`config.mk`:
```
export PLATFORM = sky130hd
export DESIGN_NAME = regarr_ctrl
export DESIGN_NICKNAME = d
export VERILOG_FILES = /design/src/rtl/regarr_pkg.sv /design/src/rtl/regarr_rd_fifo.sv /design/src/rtl/regarr_ctrl.sv
export SDC_FILE = /design/constraint.sdc
export NUM_CORES = 1
export LEC_CHECK = 0
export ABC_AREA = 1
export CAP_MARGIN = 40
export CORE_ASPECT_RATIO = 1.4
export CORE_MARGIN = 2
export CORE_UTILIZATION = 36
export DETAILED_ROUTE_END_ITERATION = 10
export DONT_BUFFER_PORTS = 1
export PLACE_DENSITY = 0.61
export SYNTH_ARGS = -nofsm -noshare
export SYNTH_HDL_FRONTEND = slang
export SYNTH_SLANG_ARGS = --single-unit
```
`constraint.sdc`:
```
create_clock -name clk -period 7.6 [get_ports clk]
set_input_delay 1.52 -clock clk [delete_from_list [all_inputs] [get_ports clk]]
set_output_delay 1.52 -clock clk [all_outputs]
set_load 0.05 [all_outputs]
```
`src/rtl/regarr_pkg.sv`:
```
// Shared constants and types for the register-array controller.
package regarr_pkg;

  localparam int ROWS = 12;
  localparam int COLS = 12;
  localparam int DW   = 36;
  localparam int AW   = 4;

  typedef enum logic [1:0] {
    IDLE = 2'd0,
    LOAD = 2'd1,
    READ = 2'd2
  } state_t;

endpackage

```
`src/rtl/regarr_rd_fifo.sv`:
```
// Two-entry read buffer: absorbs array read data while the consumer stalls.
module regarr_rd_fifo
  import regarr_pkg::*;
#(
  parameter int WIDTH = DW
) (
  input  logic             clk,
  input  logic             rst,
  input  logic             push,
  input  logic [WIDTH-1:0] push_data,
  input  logic             pop,
  output logic             valid,
  output logic [WIDTH-1:0] head,
  output logic [1:0]       count
);

  logic [WIDTH-1:0] mem [2];
  logic             wr_ptr;
  logic             rd_ptr;

  // Storage, pointers and occupancy; the controller never pushes into a full buffer.
  always_ff @(posedge clk or posedge rst) begin
    if (rst) begin
      mem[0] <= '0;
      mem[1] <= '0;
      wr_ptr <= 1'b0;
      rd_ptr <= 1'b0;
      count  <= 2'd0;
    end else begin
      if (push) begin
        mem[wr_ptr] <= push_data;
        wr_ptr      <= ~wr_ptr;
      end
      if (pop) begin
        rd_ptr <= ~rd_ptr;
      end
      case ({push, pop})
        2'b10:   count <= count + 2'd1;
        2'b01:   count <= count - 2'd1;
        default: count <= count;
      endcase
    end
  end

  assign valid = (count != 2'd0);
  assign head  = valid ? mem[rd_ptr] : '0;

endmodule

```
`src/rtl/regarr_ctrl.sv`:
```
// Register-array controller: streams a full matrix in (row-major) and reads it
// back out row-major or column-major through a small credit-limited buffer.
module regarr_ctrl
  import regarr_pkg::*;
#(
  parameter int ROWS = regarr_pkg::ROWS,
  parameter int COLS = regarr_pkg::COLS,
  parameter int DW   = regarr_pkg::DW
) (
  input  logic          clk,
  input  logic          rst,
  input  logic          wr_start,
  input  logic          rd_start,
  input  logic          rd_transpose,
  input  logic          s_valid,
  output logic          s_ready,
  input  logic [DW-1:0] s_data,
  output logic          m_valid,
  input  logic          m_ready,
  output logic [DW-1:0] m_data,
  output logic          m_last,
  output logic          busy,
  output logic          wr_done,
  output logic [AW-1:0] arr_addr_row,
  output logic [AW-1:0] arr_addr_col,
  output logic [DW-1:0] arr_data_in,
  output logic          arr_write_en,
  output logic          arr_read_en,
  input  logic [DW-1:0] arr_data_out
);

  localparam int TOTAL = ROWS * COLS;
  localparam int CW    = $clog2(TOTAL + 1);

  state_t        state;
  logic [AW-1:0] wr_row, wr_col;
  logic [AW-1:0] rd_row, rd_col;
  logic          xpose;
  logic [CW-1:0] rd_issued;
  logic [CW-1:0] rd_popped;
  logic          inflight;

  logic          wr_beat, wr_last;
  logic          rd_issue, pop, all_issued, out_last;
  logic [2:0]    occupancy;
  logic          fifo_valid;
  logic [DW-1:0] fifo_head;
  logic [1:0]    fifo_count;

  assign wr_beat    = (state == LOAD) && s_valid;
  assign wr_last    = (wr_row == AW'(ROWS - 1)) && (wr_col == AW'(COLS - 1));
  assign pop        = fifo_valid && m_ready;
  assign all_issued = (rd_issued == CW'(TOTAL));
  assign out_last   = (rd_popped == CW'(TOTAL - 1));
  // Buffer slots already claimed (held + in flight) after this cycle's pop.
  assign occupancy  = 3'(fifo_count) + 3'(inflight) - 3'(pop);
  assign rd_issue   = (state == READ) && !all_issued && (occupancy < 3'd2);

  // Single FSM: mode changes, address walkers, counters and registered status.
  always_ff @(posedge clk or posedge rst) begin
    if (rst) begin
      state     <= IDLE;
      s_ready   <= 1'b0;
      busy      <= 1'b0;
      wr_done   <= 1'b0;
      wr_row    <= '0;
      wr_col    <= '0;
      rd_row    <= '0;
      rd_col    <= '0;
      xpose     <= 1'b0;
      rd_issued <= '0;
      rd_popped <= '0;
      inflight  <= 1'b0;
    end else begin
      wr_done  <= 1'b0;
      inflight <= rd_issue;
      case (state)
        IDLE: begin
          if (wr_start) begin
            state   <= LOAD;
            s_ready <= 1'b1;
            busy    <= 1'b1;
            wr_row  <= '0;
            wr_col  <= '0;
          end else if (rd_start) begin
            state     <= READ;
            busy      <= 1'b1;
            xpose     <= rd_transpose;
            rd_row    <= '0;
            rd_col    <= '0;
            rd_issued <= '0;
            rd_popped <= '0;
          end
        end
        LOAD: begin
          if (wr_beat) begin
            if (wr_last) begin
              state   <= IDLE;
              s_ready <= 1'b0;
              busy    <= 1'b0;
              wr_done <= 1'b1;
              wr_row  <= '0;
              wr_col  <= '0;
            end else if (wr_col == AW'(COLS - 1)) begin
              wr_col <= '0;
              wr_row <= wr_row + 1'b1;
            end else begin
              wr_col <= wr_col + 1'b1;
            end
          end
        end
        READ: begin
          if (rd_issue) begin
            rd_issued <= rd_issued + 1'b1;
            if (!xpose) begin
              if (rd_col == AW'(COLS - 1)) begin
                rd_col <= '0;
                rd_row <= rd_row + 1'b1;
              end else begin
                rd_col <= rd_col + 1'b1;
              end
            end else begin
              if (rd_row == AW'(ROWS - 1)) begin
                rd_row <= '0;
                rd_col <= rd_col + 1'b1;
              end else begin
                rd_row <= rd_row + 1'b1;
              end
            end
          end
          if (pop) begin
            rd_popped <= rd_popped + 1'b1;
            if (out_last) begin
              state <= IDLE;
              busy  <= 1'b0;
            end
          end
        end
        default: begin
          state   <= IDLE;
          s_ready <= 1'b0;
          busy    <= 1'b0;
        end
      endcase
    end
  end

  regarr_rd_fifo #(
    .WIDTH (DW)
  ) u_rd_fifo (
    .clk       (clk),
    .rst       (rst),
    .push      (inflight),
    .push_data (arr_data_out),
    .pop       (pop),
    .valid     (fifo_valid),
    .head      (fifo_head),
    .count     (fifo_count)
  );

  assign m_valid      = fifo_valid;
  assign m_data       = fifo_head;
  assign m_last       = fifo_valid && out_last;
  assign arr_write_en = wr_beat;
  assign arr_read_en  = rd_issue;
  assign arr_data_in  = wr_beat ? s_data : '0;
  assign arr_addr_row = wr_beat ? wr_row : (rd_issue ? rd_row : '0);
  assign arr_addr_col = wr_beat ? wr_col : (rd_issue ? rd_col : '0);

endmodule
```
==> impl_metrics.py, run 1 <==
metrics = {
    "die": {
        "dieHeight_um": 157,
        "std_cell_rows": 56,
        "coreArea_mm2": 0.0166,
        "ioPinCount": 166,
        "die_area_mm2": 0.0178,
        "initial_core_util_pct": 36.3,
        "chipWidth_um": 113,
    },
    "power_and_ir_drop": {
        "p_leak_nw": 3.77,
        "switching_share_pct": 48.3,
        "power.density_mw_per_mm2": 512,
        "p_int_mw": 1.89,
        "pwr-share-seq_pct": 28.8,
        "peakVddDrop_mv": 0.301,
        "p_switching_mw": 1.77,
        "power_frac_clock_pct": 21.8,
        "p_comb_share_pct": 49.4,
    },
    "synth": {
        "synth_cells": 818,
        "postSynthAreaPerCell_um2": 7.37,
        "yosysUniqueCellTypes": 29,
        "synth_area_leader_cell": "dfrtp_1",
        "yosys_register_bits": 115,
        "synth_top_area_share_pct": 47.7,
        "seq_area_frac_synth_pct": 47.7,
        "syn_nets": 905,
        "syn_area_mm2": 0.00603,
        "yosys_warnings": 0,
        "synth_area_leaders": "dfrtp_1, nand2_1, o21ai_0, inv_1, nor2_1",
    },
    "cts": {
        "clkTransAtPathRegs_ps": 50,
        "cts.path.max_buffers": 2,
        "cts_setup_buffers": 0,
        "clock_latency_ps": 420,
        "cts_num_sinks": 115,
        "cts_tree": "yes",
        "clockRootBuffer": "clkbuf_16",
        "cts-resized-gates": 0,
        "cts_buffers": 17,
        "h-tree-depth": 4,
        "hold_buffers": 0,
    },
    "worst_hold_path": {
        "holdCritPathClass": "register to register",
    },
    "timing": {
        "period_minus_slack_ps": 5330,
        "tns_ps": 0,
        "finalHoldViolations": 0,
        "drv_slew": 0,
        "fmax_ghz": 0.187,
        "tightest_slew_ps": 920,
        "setup_violations": 0,
        "slew_headroom_pct": 38.4,
        "fin_ws_ps": 2270,
        "skew_ps": 5.60,
        "post-route-period-util_pct": 70.2,
        "rsz0062_at_grt": "no",
    },
    "finish": {
        "drive_above_1_share_pct": 12.1,
        "postLayoutCellArea_mm2": 0.00715,
        "fin_nets": 942,
        "layout_common_cells": "nand2_1, inv_1, dfrtp_1",
        "syn_to_final_growth_pct": 18.6,
        "diodes": 0,
        "final_common_cell": "nand2_1",
    },
    "critical_path": {
        "crit_fanout": 8,
        "cp_slowest_cell": "fa_1",
        "cpMostUsedCell": "nand2_1",
        "crit_family": "simple AND/OR/NAND/NOR gates",
        "crit_arrival_ps": 3810,
        "crit_chain": "inv_1 > nor2_1 > nand2_1 > o21ai_0 > nand2_1 > fa_1 > nand3_1 > nor2_1 > nand2_2 > inv_1 > nand2_1 > o21ai_1 > buf_4",
        "critical_path_class": "primary input to primary output",
        "required_ps": 6080,
        "end_kind": "primary output",
        "critPathBufInv": 3,
        "critPathLaunchType": "primary input",
        "critPathMaxStageDelay_ps": 510,
    },
    "drt": {
        "drc_errors": 0,
        "routed_via_density": 4.89,
        "ant_nets": 0,
        "route.vias.total": 5235,
        "firstDrtPassIters": 6,
        "wirelength_um": 14600,
        "wl_per_cell_um": 13.6,
        "initialDrtViolationCount": 376,
    },
    "global_routing": {
        "antenna_found_initial": 0,
        "grt_remaining_overflow": 0,
        "grt_max_degree": 73,
        "globalRoute.busiestLayer": "met2",
        "grt_pass1_wl_um": 23600,
        "grt.met1_usage_pct": 20.9,
        "grt_pass1_vias": 4766,
        "use_met2_pct": 28.1,
        "grtUsageMet3_pct": 4.81,
        "track_usage_pct": 16.7,
    },
    "place": {
        "postPlaceCellArea_mm2": 0.00654,
        "dpl.hpwl_um": 9810,
        "portBuffers": 0,
        "pre_cts_ws_ps": 2250,
        "gp_congestion": 0.784,
    },
    "status": {
        "outcome": "complete, no violations",
    },
    "job": {
        "drv_cap": 0,
    },
}
## state kept, by name (all words and copies together) (netlist names), 2 cells and up
signal and cells:
state 2, rd_popped 8, rd_row 4, rd_issued 8, wr_row 4, wr_col 4, u_rd_fifo.count 2, rd_col 4
u_rd_fifo.mem 72
## synth_stat cells
cell / instances
inv_1: 125
nand3_1: 27
nand4_1: 19
or2_2: 3
buf_6: 3
nor3_1: 5
inv_2: 1
o211ai_1: 3
clkbuf_1: 16
xor2_1: 5
fa_1: 1
o31ai_2: 1
xnor2_1: 2
buf_2: 11
nor2_1: 68
o22ai_1: 6
nand3_2: 1
nor2_4: 3
buf_4: 2
nand2_1: 240
clkinv_1: 1
nand2_2: 5
o21ai_1: 2
a21oi_1: 42
buf_1: 5
dfrtp_1: 115
o21ai_0: 98
nand2_4: 1
ha_1: 7
## power by group through the flow
stage / Clock, mW / Sequential (mW) / Combinational [mW]
final: 0.798 / 1.05 / 1.81
after global routing: 0.852 / 1.09 / 2.01
after CTS: 0.821 / 1.05 / 1.84
after global placement: 0 / 1.05 / 1.60
after floorplan: 0 / 1.02 / 1.40
after detailed placement: 0 / 1.06 / 1.83
## metal layers
layer / routed length [um] / share of wire [%]
met5: 0 / 0
met4: 168 / 1.2
met3: 661 / 4.5
met2: 7320 / 50
met1: 6440 / 44
## logic make-up after synthesis
| kind of cell | count (synthesis) | synth area share (%) |
|---|---|---|
| AOI/OAI and AO/OA | 152 | 13.0 |
| xor gates and xnor gates | 7 | 1.02 |
| adders and majority gates | 8 | 1.78 |
| buffers and inverters | 164 | 10.9 |
| DFF | 115 | 47.7 |
| and+or+nand+nor | 372 | 25.5 |
## area by class of cell
| type | instances | area (um^2) |
|---|---|---|
| sequential | 115 | 2880 |
| multi-input combinational | 539 | 2500 |
| fill | 1680 | 9450 |
| clock inverter | 14 | 154 |
| inverter | 127 | 479 |
| timing repair buffer | 55 | 445 |
| tap | 203 | 254 |
| clock buffer | 18 | 439 |
## worst register-to-register path, cell delays in order (launching register included)
cell and delay [ps]:
dfrtp_1 480, nor2_4 130, buf_12 190, nor2_1 160
nand2_1 100, o21ai_0 140, nand2_1 110, fa_1 510
nand3_1 90, nor2_1 170, nand2_2 180, nand2_2 260
nand2_2 220, o21ai_0 240
## through the flow
step                utilization [%]  hold WS [ps]  total power [mW]  std cells
floorplan                         -           453              2.42        818
global placement               37.1           466              2.65        991
detailed placement             39.4           472              2.89       1037
CTS                            43.0           487              3.71       1069
global route                   43.1           507              3.95       1071
finish                         43.1           479              3.66       1071
## final timing paths
kind / from / endpoint / slack (ps) / depth (start not counted)
min in group asynchronous: rst / rd_popped[6] / 1000 / 1
max: m_ready / arr_addr_col[1] / 2270 / 13
min reg2reg: u_rd_fifo.mem[30] / u_rd_fifo.mem[30] / 480 / 2
min: u_rd_fifo.mem[30] / u_rd_fifo.mem[30] / 480 / 2
max in group asynchronous: rst / u_rd_fifo.mem[61] / 5510 / 3
max reg2reg: u_rd_fifo.count[1] / rd_issued[5] / 4550 / 13
No activity file was read; power rests on OpenSTA's default activity.
==> run 2, diff against run 1 <==
Clock period 7.6 ns to 5.1 ns, I/O delays scaled along.
==> run 2 against run 1 <==
Compared with the run above: worst setup slack got worse by 1500 ps; die area unchanged; clock skew increased by 3.0 ps; critical path depth unchanged; final area increased by 2.9%; sequential power increased by 50%; cell count increased by 3.2%; critical path type unchanged.
==> impl_metrics.py, run 2 (synthesis results as in run 1) <==
metrics = {
    "status": {
        "outcome": "complete, no violations",
    },
    "global_routing": {
        "grt_remaining_overflow": 0,
        "grt_pass1_vias": 4865,
        "grt_pass1_wl_um": 23200,
        "antenna_found_initial": 0,
        "track_usage_pct": 16.5,
        "grt_max_degree": 73,
    },
    "finish": {
        "top_register": "u_rd_fifo.mem",
        "num-fill-cells": 1662,
        "largest_register_ffs": 72,
        "top_regs": "u_rd_fifo.mem: 72 flops, rd_issued: 8 flops, rd_popped: 8 flops",
        "postLayoutCellArea_mm2": 0.00736,
        "final_common_cell": "nand2_1",
        "fin_util_pct": 44.3,
        "diodes": 0,
        "layout_common_cells": "nand2_1, inv_1, dfrtp_1",
        "fin_nets": 976,
        "drive_above_1_share_pct": 15.3,
        "stdcell_count": 1105,
        "syn_to_final_growth_pct": 22.1,
    },
    "cts": {
        "cts.path.max_buffers": 2,
        "h-tree-depth": 4,
        "clock_latency_ps": 410,
        "cts_setup_buffers": 0,
        "clkTransAtPathRegs_ps": 50,
        "hold_buffers": 0,
        "cts_tree": "yes",
        "cts_num_sinks": 115,
        "cts_buffers": 17,
        "cts-resized-gates": 0,
        "clockRootBuffer": "clkbuf_16",
    },
    "timing": {
        "drv_slew": 0,
        "fmax_ghz": 0.230,
        "finalHoldViolations": 0,
        "fin_ws_ps": 745,
        "skew_ps": 8.57,
        "rsz0062_at_grt": "no",
        "hold_ws_ps": 482,
        "setup_violations": 0,
        "tightest_slew_ps": 784,
        "slew_headroom_pct": 47.4,
        "tns_ps": 0,
        "post-route-period-util_pct": 85.4,
        "period_minus_slack_ps": 4360,
    },
    "critical_path": {
        "cp_slowest_cell": "fa_1",
        "crit_arrival_ps": 3340,
        "cpMostUsedCell": "nand2_1",
        "crit_fanout": 8,
        "crit_chain": "inv_1 > nor2_1 > nand2_1 > o21ai_0 > nand2_1 > fa_1 > nand3_1 > nor2_1 > nand2_2 > inv_1 > nand2_1 > o21ai_1 > buf_4",
        "critical_path_class": "primary input to primary output",
        "critPathLaunchType": "primary input",
        "end_kind": "primary output",
        "required_ps": 4080,
        "critPathMaxStageDelay_ps": 510,
    },
    "die": {
        "initial_core_util_pct": 36.3,
        "ioPinCount": 166,
        "dieHeight_um": 157,
        "std_cell_rows": 56,
        "chipWidth_um": 113,
        "die_area_mm2": 0.0178,
        "coreArea_mm2": 0.0166,
    },
    "drt": {
        "drc_errors": 0,
        "route.vias.total": 5263,
        "wl_per_cell_um": 13.2,
        "routed_via_density": 4.76,
        "wirelength_um": 14600,
        "ant_nets": 0,
        "initialDrtViolationCount": 352,
        "firstDrtPassIters": 5,
    },
    "power_and_ir_drop": {
        "p_leak_nw": 3.93,
        "p_total_mw": 5.40,
        "power.density_mw_per_mm2": 734,
        "peakVddDrop_mv": 0.307,
    },
    "place": {
        "placed_cells": 1073,
        "pre_cts_ws_ps": 757,
        "dpl.hpwl_um": 9940,
        "gp_congestion": 0.802,
        "portBuffers": 0,
        "postPlaceCellArea_mm2": 0.00678,
    },
    "worst_hold_path": {
        "holdCritPathClass": "register to register",
    },
    "job": {
        "drv_cap": 0,
    },
}
==> run 2: power breakdown <==
| group | total (mW) | internal (mW) | switching [mW] |
|---|---|---|---|
| Combinational | 2.68 | 0.756 | 1.93 |
| Sequential | 1.57 | 1.31 | 0.258 |
| Clock | 1.15 | 0.728 | 0.420 |
| Total | 5.40 | 2.79 | 2.61 |
==> run 2: critical path, delay by kind of cell <==
kind | cells | cell delay [ps]
buffers and inverters | 3 | 690
adder cells (fa/ha/maj) | 1 | 510
AO/OA/AOI/OAI | 2 | 250
AND/OR/NAND/NOR | 7 | 870
==> run 2: worst paths after layout <==
path                                         start           endpoint  slack, ps  cells past startpoint
worst min register to register   u_rd_fifo.mem[59]  u_rd_fifo.mem[59]        480                      2
max in group asynchronous                      rst  u_rd_fifo.mem[22]       3610                      2
worst max-delay path                       m_ready    arr_addr_col[1]        740                     13
min in group asynchronous                      rst   u_rd_fifo.mem[2]        550                      1
worst min-delay path             u_rd_fifo.mem[59]  u_rd_fifo.mem[59]        480                      2
worst max register to register  u_rd_fifo.count[1]       rd_issued[1]       2340                     13
==> run 2: routing by layer <==
metal  wire [um]  GRT usage (%)
met1        6590           20.1
met2        7280           28.2
met3         554           4.74
met4         167           5.11
met5           0              0
==> run 2: final cells by class <==
cell class,instances,area [um^2],share of cell area (%)
sequential,115,2880,39.1
multi-input combinational,539,2500,34.0
timing repair buffer,89,668,9.08
inverter,127,479,6.51
clock buffer,19,443,6.02
tap,203,254,3.45
clock inverter,13,135,1.84
